## src/rtl/adder_prefix_pipe_pkg.sv

```systemverilog
// Shared constants for the pipelined Kogge-Stone adder: data width, prefix depth
// and how many prefix levels run ahead of the first pipeline register.
`ifndef LEN_DATA
`define LEN_DATA 32
`endif

package adder_prefix_pipe_pkg;

  localparam int DATA_W     = `LEN_DATA;
  localparam int NUM_LEVELS = $clog2(DATA_W);
  localparam int S1_LEVELS  = (NUM_LEVELS + 1) / 2;

endpackage

```

## src/rtl/adder_prefix_cell.sv

```systemverilog
// One Kogge-Stone prefix node: merges a high (Gh,Ph) group with the adjacent
// lower (Gl,Pl) group.
module adder_prefix_cell (
  input  logic Gh,
  input  logic Ph,
  input  logic Gl,
  input  logic Pl,
  output logic G,
  output logic P
);

  assign G = Gh | (Ph & Gl);
  assign P = Ph & Pl;

endmodule

```

## src/rtl/adder_prefix_pipe.sv

```systemverilog
// Two-stage pipelined Kogge-Stone adder with valid/ready handshakes and flush.
// Define ADDER_PREFIX_OVF_EN to add the registered signed-overflow output ovf_out.
module adder_prefix_pipe
  import adder_prefix_pipe_pkg::*;
(
  input  logic              clk,
  input  logic              rst,
  input  logic [DATA_W-1:0] gen_in,
  input  logic [DATA_W-1:0] prop_in,
  input  logic              cin,
  input  logic              in_valid,
  output logic              in_ready,
  input  logic              flush,
  output logic [DATA_W-1:0] sum_out,
  output logic              cout,
  output logic              out_valid,
  input  logic              out_ready
`ifdef ADDER_PREFIX_OVF_EN
  ,
  output logic              ovf_out
`endif
);

  logic              r_s1_valid;
  logic [DATA_W-1:0] r_s1_g;
  logic [DATA_W-1:0] r_s1_p;
  logic [DATA_W-1:0] r_s1_prop;
  logic              r_s1_cin;
  logic              r_out_valid;
  logic [DATA_W-1:0] r_sum;
  logic              r_cout;

  logic              w_s1_load;
  logic              w_s2_load;
  logic [DATA_W-1:0] w_g0;
  logic [DATA_W-1:0] w_p0;
  logic [DATA_W-1:0] w_g_fin;
  logic [DATA_W-1:0] w_p_fin;
  logic [DATA_W-1:0] w_carry;
  logic [DATA_W-1:0] w_sum;
  logic              w_unused;

  assign w_s2_load = !r_out_valid || out_ready;
  assign w_s1_load = !r_s1_valid || w_s2_load;
  assign in_ready  = w_s1_load;

  // Carry-in folded into bit 0 so the tree needs no special carry path.
  always_comb begin
    w_g0    = gen_in;
    w_p0    = prop_in;
    w_g0[0] = gen_in[0] | (prop_in[0] & cin);
    w_p0[0] = 1'b0;
  end

  genvar gk, gi;
  generate
    for (gk = 1; gk <= NUM_LEVELS; gk++) begin : g_lvl
      localparam int DIST = 1 << (gk - 1);
      logic [DATA_W-1:0] w_gin;
      logic [DATA_W-1:0] w_pin;
      logic [DATA_W-1:0] w_g;
      logic [DATA_W-1:0] w_p;

      if (gk == 1) begin : g_src_in
        assign w_gin = w_g0;
        assign w_pin = w_p0;
      end else if (gk == S1_LEVELS + 1) begin : g_src_reg
        assign w_gin = r_s1_g;
        assign w_pin = r_s1_p;
      end else begin : g_src_prev
        assign w_gin = g_lvl[gk-1].w_g;
        assign w_pin = g_lvl[gk-1].w_p;
      end

      for (gi = 0; gi < DATA_W; gi++) begin : g_bit
        if (gi >= DIST) begin : g_node
          adder_prefix_cell u_cell (
            .Gh (w_gin[gi]),
            .Ph (w_pin[gi]),
            .Gl (w_gin[gi-DIST]),
            .Pl (w_pin[gi-DIST]),
            .G  (w_g[gi]),
            .P  (w_p[gi])
          );
        end else begin : g_pass
          assign w_g[gi] = w_gin[gi];
          assign w_p[gi] = w_pin[gi];
        end
      end
    end

    if (S1_LEVELS == NUM_LEVELS) begin : g_fin_reg
      assign w_g_fin = r_s1_g;
      assign w_p_fin = r_s1_p;
    end else begin : g_fin_tree
      assign w_g_fin = g_lvl[NUM_LEVELS].w_g;
      assign w_p_fin = g_lvl[NUM_LEVELS].w_p;
    end
  endgenerate

  // Group propagate of the last level has no consumer.
  assign w_unused = ^w_p_fin;

  assign w_carry = {w_g_fin[DATA_W-2:0], r_s1_cin};
  assign w_sum   = r_s1_prop ^ w_carry;

  always_ff @(posedge clk) begin
    if (rst || flush) begin
      r_s1_valid <= 1'b0;
    end else if (w_s1_load) begin
      r_s1_valid <= in_valid;
    end
  end

  always_ff @(posedge clk) begin
    if (w_s1_load && in_valid) begin
      r_s1_g    <= g_lvl[S1_LEVELS].w_g;
      r_s1_p    <= g_lvl[S1_LEVELS].w_p;
      r_s1_prop <= prop_in;
      r_s1_cin  <= cin;
    end
  end

  always_ff @(posedge clk) begin
    if (rst) begin
      r_out_valid <= 1'b0;
      r_sum       <= '0;
      r_cout      <= 1'b0;
    end else if (flush) begin
      r_out_valid <= 1'b0;
    end else if (w_s2_load) begin
      r_out_valid <= r_s1_valid;
      if (r_s1_valid) begin
        r_sum  <= w_sum;
        r_cout <= w_g_fin[DATA_W-1];
      end
    end
  end

  assign sum_out   = r_sum;
  assign cout      = r_cout;
  assign out_valid = r_out_valid;

`ifdef ADDER_PREFIX_OVF_EN
  logic r_ovf;

  // Overflow when the carry into the sign bit differs from the carry out of it.
  always_ff @(posedge clk) begin
    if (rst) begin
      r_ovf <= 1'b0;
    end else if (!flush && w_s2_load && r_s1_valid) begin
      r_ovf <= w_carry[DATA_W-1] ^ w_g_fin[DATA_W-1];
    end
  end

  assign ovf_out = r_ovf;
`endif

endmodule

```

## config.mk

```make
export PLATFORM = sky130hd
export DESIGN_NAME = adder_prefix_pipe
export DESIGN_NICKNAME = d
export VERILOG_FILES = /design/src/rtl/adder_prefix_pipe_pkg.sv /design/src/rtl/adder_prefix_cell.sv /design/src/rtl/adder_prefix_pipe.sv
export SDC_FILE = /design/constraint.sdc
export NUM_CORES = 1
export LEC_CHECK = 0
export ABC_AREA = 1
export BUFFER_PORTS_ARGS = -buffer_cell sky130_fd_sc_hd__buf_4
export CAP_MARGIN = 20
export CORE_ASPECT_RATIO = 0.5
export CORE_UTILIZATION = 45
export DETAILED_ROUTE_END_ITERATION = 16
export PLACE_DENSITY = 0.74
export SLEW_MARGIN = 10
export SYNTH_ARGS = -nofsm -noshare
export SYNTH_HDL_FRONTEND = slang
export SYNTH_HIERARCHICAL = 1
export SYNTH_SLANG_ARGS = --single-unit
export TNS_END_PERCENT = 100
```

## constraint.sdc

```tcl
create_clock -name clk -period 6.4 [get_ports clk]
set_input_delay 0.64 -clock clk [delete_from_list [all_inputs] [get_ports clk]]
set_output_delay 0.64 -clock clk [all_outputs]
set_load 0.05 [all_outputs]
```

==> flow_metrics.env, run 1 <==
export IMPL_postCtsHoldBufs=0
export IMPL_p_int_mw=1.56
export IMPL_first_pass_iters=7
export IMPL_grt_pass1_wl_um=25100
export IMPL_ir_worst_vdd_mv=0.230
export IMPL_num_antenna_cells=0
export IMPL_setup_ws_ns=4.63
export IMPL_slew_headroom_pct=31.2
export IMPL_core_mm2=0.0146
export IMPL_fin_nets=1207
export IMPL_clock_latency_ns=0.41
export IMPL_cp_max_fo=3
export IMPL_placed_area_mm2=0.00777
export IMPL_period_needed_ns=1.77
export IMPL_post_drt_via_cell_ratio=4.37
export IMPL_finalSetupTns_ns=0
export IMPL_cts_tree="yes"
export IMPL_grt_max_degree=90
export IMPL_htree_levels=4
export IMPL_clock_fmax_mhz=565
export IMPL_finalMaxSlewViolations=0
export IMPL_area_delta_synth_final_pct=23.0
export IMPL_numCtsBuffers=17
export IMPL_ys_warn_count=6
export IMPL_hp_class="primary input to flop"
export IMPL_worstSetupEndpointType="primary output"
export IMPL_pin_count=105
export IMPL_post_route_period_util_pct=27.6
export IMPL_die_y_um=89.0
export IMPL_cts_root_buf="clkbuf_16"
export IMPL_cts_buffer_depth=2
export IMPL_wl_per_cell_um=11.8
export IMPL_overflow=0
export IMPL_pwr_share_clk_pct=44.3
export IMPL_numPlacedInstances=1315
export IMPL_layout_drive_gt1_share_pct=12.3
export IMPL_die_w_um=176
export IMPL_cts_sinks=124
export IMPL_rows=31
export IMPL_grt_pass1_vias=5172
export IMPL_grtUsageTotal_pct=21.2
export IMPL_max_cap_violations=0
export IMPL_pre_cts_ws_ns=4.11
export IMPL_setup_violations_final=0
export IMPL_rsz0062_at_grt="no"
export IMPL_hpwlAfterDp_um=12100
export IMPL_p_seq_share_pct=43.8
export IMPL_postRouteWirelength_um=16000
export IMPL_antenna_found_initial=0
export IMPL_syn_avg_cell_area_um2=6.68
export IMPL_synth_fp_nets=1091
export IMPL_start_util_pct=46.6
export IMPL_ant_nets=0
export IMPL_drc_errors=0
export IMPL_gp_congestion=0.866
export IMPL_leakage_nw=5.25
export IMPL_power_switching_mw=0.563
export IMPL_swShare_pct=26.5
export IMPL_worst_setup_path_type="primary input to primary output"
export IMPL_cts_resized_gates=0
export IMPL_io_buffers=104
export IMPL_post_cts_buffers=0
export IMPL_hold_ws_ns=0.422
export IMPL_syn_inst=1021
export IMPL_pwr_share_comb_pct=11.9
export IMPL_clk_pin_slew_worst_paths_ns=0.06
export IMPL_dieArea_mm2=0.0157
export IMPL_final_cells=1348
export IMPL_fin_area_mm2=0.00838
export IMPL_status="complete, no violations"
export IMPL_drt_iter0_drc=507
export IMPL_cp_arrival_ns=1.13
export IMPL_worstPathRequired_ns=5.76
export IMPL_worst_slew_pin_slew_ns=1.03
export IMPL_power_density_mw_per_mm2=253
export IMPL_num_vias=5894
export IMPL_startpoint_type="primary input"
export IMPL_syn_area_mm2=0.00682
export IMPL_skew_ns=0.00560
export IMPL_hold_violations=0
[final cells by class]
cell class / instances / area, µm²
Multi-Input combinational cell: 593 / 2260
Clock buffer: 18 / 450
Sequential cell: 124 / 3370
Timing Repair Buffer: 106 / 816
Clock inverter: 14 / 133
Fill cell: 1346 / 6240
Tap cell: 198 / 248
Inverter: 295 / 1110
[worst max-delay path, stage by stage]
cell and delay (ns):
buf_4 0.11, inv_1 0.06, nand3_1 0.11, buf_4 0.21
[layer usage]
layer | global-route usage (%) | share of wire, %
met3 | 3.91 | 7.9
met4 | 6.01 | 1.1
met2 | 33.1 | 42
met1 | 30.2 | 49
met5 | 0 | 0
[registers in the layout (all words and copies together) (netlist names)]
signal,count
cout,1
r_s1_valid,1
g_lvl.w_pin,24
g_lvl.w_gin,32
r_s1_prop,32
out_valid,1
sum_out,32
r_s1_cin,1
[final timing paths]
| path | end | slack (ns) | startpoint | cells past startpoint |
|---|---|---|---|---|
| worst max register to register | g_lvl[4].w_gin[24] | 4.81 | out_valid | 5 |
| worst max-delay path | in_ready | 4.63 | out_ready | 4 |
| worst min-delay path | r_s1_prop[31] | 0.42 | prop_in[31] | 1 |
| worst min register to register | out_valid | 0.50 | r_s1_valid | 2 |
[cells in the final DEF (no fill, tap or decap), types with 2 or more instances in the layout]
cell,instances
inv_6,5
clkinvlp_4,4
a21oi_1,3
buf_4,105
dfxtp_1,35
nor2_1,129
inv_1,293
edfxtp_1,89
clkinv_2,2
clkbuf_16,18
nand2_1,455
[stage by stage]
step / total power, mW / utilization (%)
global placement: 1.19 / 53.2
floorplan: 1.09 / -
CTS: 2.13 / 57.1
finish: 2.12 / 57.3
detailed placement: 1.19 / 53.2
global route: 2.20 / 57.3
[power groups by stage]
stage	Combinational (mW)	Sequential, mW	Clock (mW)
2_1_floorplan	0.129	0.966	0
3_3_place_gp	0.244	0.945	0
3_5_place_dp	0.247	0.947	0
4_1_cts	0.250	0.930	0.955
5_1_grt	0.285	0.934	0.986
6_report	0.253	0.930	0.939
No activity file was read; power rests on OpenSTA's default activity.
==> inputs of run 2 (changes only) <==
--- a/config.mk
+++ b/config.mk
@@ -5,13 +5,13 @@
 export SDC_FILE = /design/constraint.sdc
 export NUM_CORES = 1
 export LEC_CHECK = 0
-export ABC_AREA = 1
+export ABC_AREA = 0
 export BUFFER_PORTS_ARGS = -buffer_cell sky130_fd_sc_hd__buf_4
 export CAP_MARGIN = 20
 export CORE_ASPECT_RATIO = 0.5
 export CORE_UTILIZATION = 45
 export DETAILED_ROUTE_END_ITERATION = 16
-export PLACE_DENSITY = 0.74
+export PLACE_DENSITY = 0.77
 export SLEW_MARGIN = 10
 export SYNTH_ARGS = -nofsm -noshare
 export SYNTH_HDL_FRONTEND = slang
==> constraint.sdc (replaced) <==
create_clock -name clk -period 1.6 [get_ports clk]
set_input_delay 0.16 -clock clk [delete_from_list [all_inputs] [get_ports clk]]
set_output_delay 0.16 -clock clk [all_outputs]
set_load 0.05 [all_outputs]
==> flow_metrics.env, run 2 <==
export IMPL_status="complete, no violations"
export IMPL_cts_tree="yes"
export IMPL_period_needed_ns=1.44
export IMPL_worstSetupEndpointType="flop"
export IMPL_finalMaxSlewViolations=0
export IMPL_first_pass_iters=5
export IMPL_hpwlAfterDp_um=11900
export IMPL_cts_resized_gates=0
export IMPL_slew_headroom_pct=60.6
export IMPL_cp_common_cell="a21o_1"
export IMPL_skew_ns=0.00501
export IMPL_slowest_delay_ns=0.53
export IMPL_htree_levels=4
export IMPL_hold_violations=0
export IMPL_io_buffers=104
export IMPL_hp_class="primary input to flop"
export IMPL_fillers=991
export IMPL_fin_area_mm2=0.00810
export IMPL_drc_errors=0
export IMPL_rows=29
export IMPL_drt_iter0_drc=363
export IMPL_fin_nets=704
export IMPL_die_y_um=84.4
export IMPL_core_mm2=0.0130
export IMPL_grt_pass1_wl_um=25100
export IMPL_syn_area_mm2=0.00610
export IMPL_clk_pin_slew_worst_paths_ns=0.05
export IMPL_worst_setup_path_type="primary input to flop"
export IMPL_crit_chain="dlygate4sd3_1, buf_4, a21o_1, a21o_1, a21o_1, a21o_1"
export IMPL_mostFrequentLayoutCells="a21o_1, buf_4, and2_2"
export IMPL_setup_violations_final=0
export IMPL_post_drt_via_cell_ratio=5.40
export IMPL_pin_count=105
export IMPL_ys_warn_count=6
export IMPL_finalSetupTns_ns=0
export IMPL_gp_congestion=0.844
export IMPL_wl_per_cell_um=19.7
export IMPL_grt_pass1_vias=4511
export IMPL_worst_slew_pin_slew_ns=0.591
export IMPL_num_antenna_cells=0
export IMPL_cp_max_fo=4
export IMPL_syn_inst=477
export IMPL_num_vias=4411
export IMPL_grt_max_degree=36
export IMPL_critPathBufInv=2
export IMPL_final_common_cell="a21o_1"
export IMPL_hold_ws_ns=0.0246
export IMPL_power_mw=8.51
export IMPL_layout_drive_gt1_share_pct=43.3
export IMPL_rsz0062_at_grt="no"
export IMPL_numPlacedInstances=751
export IMPL_leakage_nw=3.47
export IMPL_dieArea_mm2=0.0141
export IMPL_grtUsageTotal_pct=24.0
export IMPL_synth_fp_nets=547
export IMPL_ir_worst_vdd_mv=0.834
export IMPL_power_density_mw_per_mm2=1050
export IMPL_clock_fmax_mhz=695
export IMPL_max_cap_violations=0
export IMPL_setup_ws_ns=0.162
export IMPL_post_cts_buffers=0
export IMPL_holdPathStages=3
export IMPL_clock_latency_ns=0.41
export IMPL_worstPathRequired_ns=1.77
export IMPL_cp_num_cells=6
export IMPL_cts_buffer_depth=2
export IMPL_cts_sinks=124
export IMPL_crit_family="compound AO/OA/AOI/OAI gates"
export IMPL_post_route_period_util_pct=89.9
export IMPL_final_core_util_pct=62.5
export IMPL_placed_area_mm2=0.00718
export IMPL_area_delta_synth_final_pct=32.6
export IMPL_die_w_um=167
export IMPL_pre_cts_ws_ns=0.238
export IMPL_start_util_pct=47.1
export IMPL_syn_avg_cell_area_um2=12.8
export IMPL_critPathSlowestCell="dlygate4sd3_1"
export IMPL_postRouteWirelength_um=16100
export IMPL_cts_root_buf="clkbuf_16"
export IMPL_cp_arrival_ns=1.60
export IMPL_rr_worst_depth=4
export IMPL_startpoint_type="primary input"
export IMPL_antenna_found_initial=0
export IMPL_overflow=0
export IMPL_final_cells=817
export IMPL_ant_nets=0
export IMPL_numCtsBuffers=17
[run 2: where the power goes]
group | internal (mW) | switching [mW]
Sequential | 3.62 | 0.103
Combinational | 0.514 | 0.568
Clock | 2.39 | 1.31
Total | 6.52 | 1.98
[run 2: worst paths after layout]
kind | startpoint | to | slack [ns]
worst max-delay path | prop_in[0] | g_lvl[4].w_gin[7] | 0.16
worst min-delay path | in_valid | r_s1_valid | 0.02
worst max register to register | r_s1_valid | sum_out[22] | 0.18
worst min register to register | sum_out[0] | sum_out[0] | 0.54
[run 2: layer usage]
layer | up-vias | part of all wire [%] | global-route usage, % | wire length (µm)
met5 | - | 0 | 0 | 0
li1 | 2087 | - | - | -
met4 | 0 | 2.2 | 8.92 | 348
met2 | 180 | 45 | 37.7 | 7170
met1 | 2120 | 46 | 32.7 | 7350
met3 | 24 | 7.4 | 5.42 | 1200
[run 2: tightest hold or removal path: stages]
cell	delay [ns]
buf_4	0.09
a21oi_1	0.03
nor3_1	0.11
[run 2: area by class of cell]
cell class                 count  area (µm²)  share of cell area [%]
clock inverter                 8        90.1                    1.11
multi-input combinational    337        2640                    32.7
sequential                   124        3380                    41.7
timing repair buffer         154        1290                    15.9
tap                          170         213                    2.63
clock buffer                  24         482                    5.95
[run 2: repair_timing]
action,in CTS,in global routing
endpoints found under the setup margin,0,0
hold buffers,34,0
endpoints found under the hold margin,35,0
